**config.mk**
```make
export PLATFORM = sky130hd
export DESIGN_NAME = accumulator_stream_controller
export DESIGN_NICKNAME = d
export VERILOG_FILES = /design/src/rtl/accumulator_stream_controller.sv
export SDC_FILE = /design/constraint.sdc
export NUM_CORES = 1
export LEC_CHECK = 0
export ABC_AREA = 1
export CAP_MARGIN = 5
export CORE_MARGIN = 1
export CORE_UTILIZATION = 45
export DETAILED_ROUTE_END_ITERATION = 8
export MAX_ROUTING_LAYER = met4
export PLACE_DENSITY_LB_ADDON = 0.25
export SETUP_SLACK_MARGIN = 0.02
export SLEW_MARGIN = 5
export SYNTH_ARGS = -nofsm -noshare
export SYNTH_HDL_FRONTEND = slang
export SYNTH_SLANG_ARGS = --single-unit
```
**constraint.sdc**
```tcl
create_clock -name clk -period 2.6 [get_ports clk]
set_clock_uncertainty 0.1 [all_clocks]
set_input_delay 0.26 -clock clk [delete_from_list [all_inputs] [get_ports clk]]
set_output_delay 0.26 -clock clk [all_outputs]
set_load 0.005 [all_outputs]
```
**src/rtl/accumulator_stream_controller.sv**
```systemverilog
// accumulator_stream_controller
//
// Front-end and result collector for pipelined_accumulator. It accepts a
// valid/ready stream of lane vectors grouped into frames of SUM_LEN beats. It
// drives the accumulator's new_sum/data_in inputs and substitutes zeros on
// bubbles. It captures each completed frame sum from acc_data_out once the
// accumulator pipeline has drained. Sums are returned through a
// first-word-fall-through FIFO. Credits are reserved per in-flight frame, so
// the FIFO can never overflow.
//
// Ports:
//   clk, rst_n          clock (rising edge), asynchronous active-low reset
//   in_valid/in_ready   input beat handshake
//   in_data             NO_IN packed signed lanes, lane i at [i*IN_BITWIDTH +: IN_BITWIDTH]
//   acc_new_sum         registered new_sum to the accumulator
//   acc_data_in         registered data_in to the accumulator
//   acc_data_out        running sum from the accumulator
//   out_valid/out_ready result handshake
//   out_data            signed frame sum (zero while out_valid is low)
module accumulator_stream_controller #(
  parameter int unsigned IN_BITWIDTH  = 8,
  parameter int unsigned OUT_BITWIDTH = 10,
  parameter int unsigned LOG2_NO_IN   = 1,
  parameter int unsigned SUM_LEN      = 3,
  parameter int unsigned FIFO_DEPTH   = 2
) (
  input  logic                                         clk,
  input  logic                                         rst_n,
  input  logic                                         in_valid,
  output logic                                         in_ready,
  input  logic [(1 << LOG2_NO_IN)*IN_BITWIDTH-1:0]     in_data,
  output logic                                         acc_new_sum,
  output logic [(1 << LOG2_NO_IN)*IN_BITWIDTH-1:0]     acc_data_in,
  input  logic [OUT_BITWIDTH:0]                        acc_data_out,
  output logic                                         out_valid,
  input  logic                                         out_ready,
  output logic [OUT_BITWIDTH:0]                        out_data
);

  localparam int unsigned NoIn  = 1 << LOG2_NO_IN;
  localparam int unsigned DataW = NoIn * IN_BITWIDTH;
  localparam int unsigned SumW  = OUT_BITWIDTH + 1;
  // Adder-tree stages plus the accumulate register plus the drive register.
  localparam int unsigned PipeD = LOG2_NO_IN + 2;
  localparam int unsigned CntW  = (SUM_LEN > 1) ? $clog2(SUM_LEN) : 1;
  localparam int unsigned CredW = $clog2(FIFO_DEPTH + 1);
  localparam int unsigned PtrW  = (FIFO_DEPTH > 1) ? $clog2(FIFO_DEPTH) : 1;

  localparam logic [CntW-1:0] LastBeat = CntW'(SUM_LEN - 1);
  localparam logic [PtrW-1:0] LastPtr  = PtrW'(FIFO_DEPTH - 1);

  logic [CntW-1:0]  beat_cnt_q, beat_cnt_d;
  logic [CredW-1:0] inflight_q, inflight_d;
  logic [CredW-1:0] fifo_count_q, fifo_count_d;
  logic [PipeD-1:0] last_pipe_q, last_pipe_d;
  logic [PtrW-1:0]  wr_ptr_q, wr_ptr_d;
  logic [PtrW-1:0]  rd_ptr_q, rd_ptr_d;
  logic             acc_new_sum_q, acc_new_sum_d;
  logic [DataW-1:0] acc_data_in_q, acc_data_in_d;
  logic [SumW-1:0]  fifo_mem_q [FIFO_DEPTH];

  logic is_first, is_last, credit_ok;
  logic accept, accept_last, capture, push, pop;

  always_comb begin
    is_first    = (beat_cnt_q == '0);
    is_last     = (beat_cnt_q == LastBeat);
    // Reserve a FIFO slot for every frame whose sum is still in the pipeline.
    credit_ok   = (32'(inflight_q) + 32'(fifo_count_q)) < FIFO_DEPTH;
    in_ready    = !is_last || credit_ok;
    accept      = in_valid && in_ready;
    accept_last = accept && is_last;
    capture     = last_pipe_q[PipeD-1];
    push        = capture;
    out_valid   = (fifo_count_q != '0);
    pop         = out_valid && out_ready;
    out_data    = out_valid ? fifo_mem_q[rd_ptr_q] : '0;
    acc_new_sum = acc_new_sum_q;
    acc_data_in = acc_data_in_q;
  end

  always_comb begin
    beat_cnt_d    = beat_cnt_q;
    inflight_d    = inflight_q;
    fifo_count_d  = fifo_count_q;
    wr_ptr_d      = wr_ptr_q;
    rd_ptr_d      = rd_ptr_q;
    last_pipe_d   = {last_pipe_q[PipeD-2:0], accept_last};
    // Zeros on bubbles keep the running sum unchanged.
    acc_new_sum_d = accept && is_first;
    acc_data_in_d = accept ? in_data : '0;

    if (accept) begin
      beat_cnt_d = is_last ? '0 : beat_cnt_q + CntW'(1);
    end

    unique case ({accept_last, capture})
      2'b10:   inflight_d = inflight_q + CredW'(1);
      2'b01:   inflight_d = inflight_q - CredW'(1);
      default: inflight_d = inflight_q;
    endcase

    unique case ({push, pop})
      2'b10:   fifo_count_d = fifo_count_q + CredW'(1);
      2'b01:   fifo_count_d = fifo_count_q - CredW'(1);
      default: fifo_count_d = fifo_count_q;
    endcase

    if (push) begin
      wr_ptr_d = (wr_ptr_q == LastPtr) ? '0 : wr_ptr_q + PtrW'(1);
    end
    if (pop) begin
      rd_ptr_d = (rd_ptr_q == LastPtr) ? '0 : rd_ptr_q + PtrW'(1);
    end
  end

  always_ff @(posedge clk or negedge rst_n) begin
    if (!rst_n) begin
      beat_cnt_q    <= '0;
      inflight_q    <= '0;
      fifo_count_q  <= '0;
      last_pipe_q   <= '0;
      wr_ptr_q      <= '0;
      rd_ptr_q      <= '0;
      acc_new_sum_q <= 1'b0;
      acc_data_in_q <= '0;
    end else begin
      beat_cnt_q    <= beat_cnt_d;
      inflight_q    <= inflight_d;
      fifo_count_q  <= fifo_count_d;
      last_pipe_q   <= last_pipe_d;
      wr_ptr_q      <= wr_ptr_d;
      rd_ptr_q      <= rd_ptr_d;
      acc_new_sum_q <= acc_new_sum_d;
      acc_data_in_q <= acc_data_in_d;
    end
  end

  // Storage needs no reset; out_data is gated by out_valid.
  always_ff @(posedge clk) begin
    if (push) begin
      fifo_mem_q[wr_ptr_q] <= acc_data_out;
    end
  end

endmodule

```
# After elaboration in Yosys (flattened, before gate mapping)

Memories as Yosys holds them, arrays and structs flattened.
Cells that the tools add are included.

Bits of input ports: 31
Bits in writable memories: 22
Output and inout port bits: 30
Logic and storage cells: 42
Flip-flop bits (word level): 28
Memories kept: 1

Memories:

| memory     | depth | width | rd ports | clocked after Yosys merged registers in | write ports | RTL line | RTL |
|---|---|---|---|---|---|---|---|
| fifo_mem_q | 2     | 11    | 1        | 0                                       | 1           | 60       | `logic [SumW-1:0] fifo_mem_q [FIFO_DEPTH];` |

$add $sub $neg: 8
Reductions and logical operators: 10
$lt $le $gt $ge: 1
Muxes and demuxes: 9
Equality and inequality tests: 5

Operators with widths:

| operator                                                                      | count |
|---|---|
| 16-bit two-way mux                                                            | 1 |
| 11-bit two-way mux                                                            | 1 |
| 2-bit one-hot mux with 2 select lines                                         | 2 |
| 2-bit by 1-bit adder with 2-bit output (second input constant)                | 3 |
| 2-bit == test (second input constant)                                         | 3 |
| 2-bit nonzero test                                                            | 3 |
| 2-bit by 1-bit == test with 1-bit output (second input constant)              | 2 |
| 1-bit logical AND                                                             | 4 |
| 1-bit two-way mux                                                             | 4 |
| 2-bit by 1-bit subtractor with 2-bit output (second input constant)           | 2 |
| 2-bit by 2-bit adder with 3-bit output                                        | 1 |
| 3-bit by 2-bit less-than comparator with 1-bit output (second input constant) | 1 |
| 1-bit adder (second input constant)                                           | 2 |
| 2-bit logical NOT                                                             | 1 |
| 2-bit two-way mux                                                             | 1 |
| 1-bit logical NOT                                                             | 1 |
| 1-bit logical OR                                                              | 1 |

# Depth between registers and ports, before layout

Gate-level depths: netlist of run 1.

Word-level depth: 7
Mapped depth: 13
Mapped depth without buffers: 13

# Worst setup path before layout of run 1

OpenSTA, ideal clock, no wires.

Path kind: flip-flop to flip-flop
Start: reg fifo_count_q[0]
End: reg inflight_q[1]
Data required time: 2.383 ns
Library setup time: 0.117 ns
Clock period less this slack: 2.044 ns
Path buffers: 0
Cell stages (with the launch flop): 13
Slack: 0.556 ns
Data arrival time: 1.827 ns
Cell sequence: dfrtp_1 -> nand2_1 -> fa_1 -> nand2_1 -> nand3_2 -> nand2_4 -> nor2_1 -> inv_1 -> ha_1 -> inv_1 -> nand3_1 -> nand2_1 -> nand2_1

Word-level cells in the longest chain between the ends: 7
Elaborated cells on any way between the ends: 9
Those cells by class: 1 x add/sub; 1 x order compare; 2 x eq/ne; 1 x mux; 4 x reduce/logical

Ends and longest elaborated chain:

| item                                                                               | RTL line | RTL |
|---|---|---|
| start, declared                                                                    | 54       | `logic [CredW-1:0] fifo_count_q, fifo_count_d;` |
| start signal, assigned                                                             | 130      | `fifo_count_q <= fifo_count_d;` |
| 2-bit by 2-bit adder with 3-bit output (*)                                         | 69       | `credit_ok = (32'(inflight_q) + 32'(fifo_count_q)) < FIFO_DEPTH;` |
| 3-bit by 2-bit less-than comparator with 1-bit output (*)                          | 69       |  |
| 1-bit logical OR (*)                                                               | 70       | `in_ready = !is_last \|\| credit_ok;` |
| named net in_ready                                                                 | 30       | `output logic in_ready,` |
| 1-bit logical AND (*)                                                              | 71       | `accept = in_valid && in_ready;` |
| 1-bit logical AND (*)                                                              | 72       | `accept_last = accept && is_last;` |
| named net accept_last                                                              | 63       | `logic accept, accept_last, capture, push, pop;` |
| 2-bit by 1-bit == test with 1-bit output / 2-bit == test (equally long branches)   | 97       | `unique case ({accept_last, capture})` |
| 2-bit one-hot mux with 2 select lines / 2-bit nonzero test (equally long branches) | n/a      |  |
| end signal, assigned                                                               | 129      | `inflight_q <= inflight_d;` |
| end, declared                                                                      | 53       | `logic [CredW-1:0] inflight_q, inflight_d;` |

The timed path passes the listed nets; every way through them passes the cells marked *.
A chain may end at the register's enable or synchronous reset.

# Final worst setup path of run 1

Start: reg rd_ptr_q
End: out out_data[6]

Word-level cells in the longest chain between the ends: 2

Ends and longest elaborated chain:

| item                   | RTL line | RTL |
|---|---|---|
| start, declared        | 57       | `logic [PtrW-1:0] rd_ptr_q, rd_ptr_d;` |
| start signal, assigned | 133      | `rd_ptr_q <= rd_ptr_d;` |
| memory 2 x 11 bit      | n/a      |  |
| 11-bit two-way mux     | 77       | `out_data = out_valid ? fifo_mem_q[rd_ptr_q] : '0;` |
| end, declared          | 37       | `output logic [OUT_BITWIDTH:0] out_data` |

No other way between the ends.

==> results of run 1 <==
==> logic make-up after synthesis <==
family / Yosys count / synth area share [%]
AO/OA/AOI/OAI: 12 / 4.88
buffers and inverters: 37 / 8.26
flip-flops: 50 / 68.0
adder cells (fa/ha/maj): 3 / 2.25
AND/OR/NAND/NOR: 64 / 14.8
XOR/XNOR: 4 / 1.75
==> worst max-delay path by stage <==
stage,from,endpoint,slack [ps],cells past startpoint
2_1_floorplan,fifo_count_q[0]$_DFFE_PN0P_,inflight_q[1]$_DFFE_PN0P_,560,12
3_3_place_gp,fifo_count_q[0]$_DFFE_PN0P_,inflight_q[1]$_DFFE_PN0P_,550,12
3_5_place_dp,fifo_count_q[0]$_DFFE_PN0P_,inflight_q[1]$_DFFE_PN0P_,460,12
4_1_cts,rd_ptr_q$_DFFE_PN0P_,out_data[6],240,4
5_1_grt,rd_ptr_q$_DFFE_PN0P_,out_data[6],130,4
6_report,rd_ptr_q$_DFFE_PN0P_,out_data[6],260,4
==> layout by cell type, fill, tap and decap left out <==
cell | Yosys | final
clkbuf_1 | 0 | 1
xor2_1 | 2 | 2
a21oi_1 | 1 | 1
nand2_2 | 1 | 1
clkdlybuf4s50_1 | 0 | 60
clkbuf_8 | 0 | 5
xnor2_1 | 2 | 2
nor2_1 | 8 | 8
nor2_4 | 1 | 1
nand2_1 | 37 | 37
bufinv_16 | 0 | 1
edfxtp_1 | 22 | 22
nand3_2 | 1 | 1
clkinvlp_4 | 0 | 1
a21oi_2 | 10 | 10
nand2_4 | 1 | 1
buf_4 | 0 | 3
nand4_1 | 2 | 2
dfrtp_1 | 28 | 28
nor2_2 | 9 | 9
inv_2 | 3 | 3
inv_1 | 30 | 30
o21ai_0 | 1 | 1
ha_1 | 2 | 2
fa_1 | 1 | 1
nand3_1 | 4 | 4
==> worst reg2reg max path, cell delays in order, from the launching register on <==
cell,delay (ps)
dfrtp_1,410
nand2_1,80
fa_1,490
nand2_1,60
nand3_2,90
nand2_4,50
nor2_1,120
inv_1,60
ha_1,300
inv_1,80
nand3_1,80
nand2_1,60
nand2_1,50
==> routing by layer <==
layer	wire (um)	global-route usage, %	vias to the layer above
li1	-	-	651
met1	1380	17.9	576
met2	1670	28.2	45
met3	266	6.09	2
met4	22	5.47	0
met5	0	-	-
==> cell type report <==
cell class / count / area, um^2
clock inverters: 2 / 37.5
clock buffers: 6 / 72.6
multi-input cells: 83 / 474
repair buffers: 63 / 623
fillers: 343 / 1390
well taps: 50 / 62.6
inverters: 33 / 124
flip-flops and latches: 50 / 1360
==> registers in the layout (all words and copies together), names as in the netlist <==
signal / flops
acc_data_in: 16
acc_new_sum: 1
beat_cnt_q: 2
fifo_count_q: 2
fifo_mem_q: 22
inflight_q: 2
last_pipe_q: 3
rd_ptr_q: 1
wr_ptr_q: 1
==> report_power, final <==
| part | leakage, nW | internal, mW | switching, mW | total [mW] |
|---|---|---|---|---|
| sequential | 0.557 | 0.983 | 0.0996 | 1.08 |
| combinational | 0.607 | 0.494 | 0.457 | 0.951 |
| clock | 0.0514 | 0.287 | 0.236 | 0.523 |
==> stage by stage <==
stage	std cells	hold WS, ps	util, %	total power, mW
after floorplan	170	-136	-	1.63
after global placement	279	232	63.8	2.04
after detailed placement	279	239	63.8	2.07
after CTS	287	237	66.5	2.59
after global routing	287	255	66.5	2.75
final	287	230	66.5	2.56
==> synth_stat cells <==
| cell | n | share of area [%] |
|---|---|---|
| nand2_1 | 37 | 6.9 |
| inv_1 | 30 | 5.6 |
| dfrtp_1 | 28 | 35 |
| edfxtp_1 | 22 | 33 |
| a21oi_2 | 10 | 4.4 |
| nor2_2 | 9 | 2.8 |
| nor2_1 | 8 | 1.5 |
| nand3_1 | 4 | 1.0 |
| inv_2 | 3 | 0.56 |
| buf_2 | 2 | 0.50 |
| ha_1 | 2 | 1.3 |
| nand4_1 | 2 | 0.63 |
| xnor2_1 | 2 | 0.88 |
| xor2_1 | 2 | 0.88 |
| a21oi_1 | 1 | 0.25 |
| buf_12 | 1 | 1.0 |
| buf_6 | 1 | 0.56 |
| fa_1 | 1 | 1.0 |
| nand2_2 | 1 | 0.31 |
| nand2_4 | 1 | 0.56 |
| nand3_2 | 1 | 0.50 |
| nor2_4 | 1 | 0.56 |
| o21ai_0 | 1 | 0.25 |
==> metrics.md, run 1 <==
| Metric | Value |
|---|---|
| Post-Syn Nets | 204 |
| Number of DRC markers in iteration 0 | 55 |
| Core ar. | 0.00414 mm^2 |
| Hold Vio Cnt, Final | 0 |
| Outcome | completed |
| CTS Buffer Depth | 2 |
| Fin Setup TNS | 0 ps |
| # resized after CTS | 0 |
| DR pass1 iterations | 4 |
| Vias per cell | 4.44 |
| RR Startpoint | fifo_count_q[0]$_DFFE_PN0P_ |
| Area Overhead vs Synth | 37.7% |
| Wire per inst | 11.6 um |
| Root Buffer | clkbuf_8 |
| H-tree Lvls | 2 |
| Design Area, Final | 0.00276 mm^2 |
| CP Max Fanout | 12 |
| RSZ-0062 raised after global routing | false |
| Initial Util | 48.3% |
| Antenna violations before repair | 0 |
| Distinct cells, synth | 23 |
| Syn. warnings | 0 |
| Final Wtd Congestion | 0.670 |
| Critical path type | flip-flop to primary output |
| Io pins | 61 |
| Crit share post-route | 89.9% |
| Area after DPL | 0.00265 mm^2 |
| Reg2Reg Depth | 12 |
| CP top delay family | buffers and inverters |
| Crit end category | primary output |
| Clock tree sinks | 50 |
| R2R Path End | inflight_q[1]$_DFFE_PN0P_ |
| Crit path max-delay cell type | dfrtp_1 |
| DPL Wire Length | 2480 um |
| Routed WL | 3340 um |
| Share of layout cells above drive strength 1 | 15.2% |
| Max_cap viols | 0 |
| Synth Area per Inst | 11.8 um^2 |
| Diode count | 0 |
| Post-Syn Instances | 170 |
| Critical Path RT | 2240 ps |
| Final net count | 270 |
| First-pass GRT wire length | 5360 um |
| Setup bufs post-CTS | 0 |
| Clock latency on the worst-skew pair | 290 ps |
| Drc violations | 0 |
| Yosys reg bits | 50 |
| Die width | 68.7 um |
| CTS Buf Count | 5 |
| Startpoint Class | flip-flop |
| Worst min-delay path category | primary input to async pin |
| CP Cell Sequence | inv_1 > nand2_1 > a21oi_2 > clkdlybuf4s50_1 |
| Vias in the first global route | 1275 |
| Die area | 0.00472 mm^2 |
| Final setup fails | 0 |
| Maximum clock rate | 428 MHz |
| Overflow after GRT | 0 |
| Worst-Margin Slew | 424 ps |
| Vias post-DR | 1274 |
| PortBufs | 60 |
| Post-synthesis sequential area ratio | 68.0% |
| Standard-cell rows | 23 |
| Maximum vdd drop | 0.437 mV |
| Setup WS pre-CTS | 463 ps |
| PnR worst setup slack | 264 ps |
| Post-Syn Area | 0.00200 mm^2 |
| Tmin final | 2340 ps |
| Leakage power | 1.22 nW |
| CTS Hold Bufs | 0 |
| R2r setup slk | 480 ps |
| ANT nets after route | 0 |
| Clock-pin slew on the worst setup and hold paths | 90 ps |
| Max-slew violation count | 0 |
| Slew margin rel. | 71.7% |
| Slowest stage delay, CP | 540 ps |
| Pwr dens | 928 mW/mm^2 |
| Buffers & Inverters on Critical Path | 2 |
| Die height | 68.7 um |
| Worst Path Arrival | 1980 ps |
| Total GRT Usage | 16.6% |
| CTS tree | built |
| Largest net degree at the start of global routing | 29 |
Power figures use the tool's default switching activity.
==> inputs of run 2 (changes only) <==
Settings changed: SLEW_MARGIN 5 to 20.
==> results of run 2 <==
Final layout, timing and power as in run 1 (identical DEF).
==> inputs of run 3 (changes only) <==
Settings changed: GPL_ROUTABILITY_DRIVEN from default to 0.
==> results of run 3 <==
Final layout, timing and power as in run 1 (identical DEF).
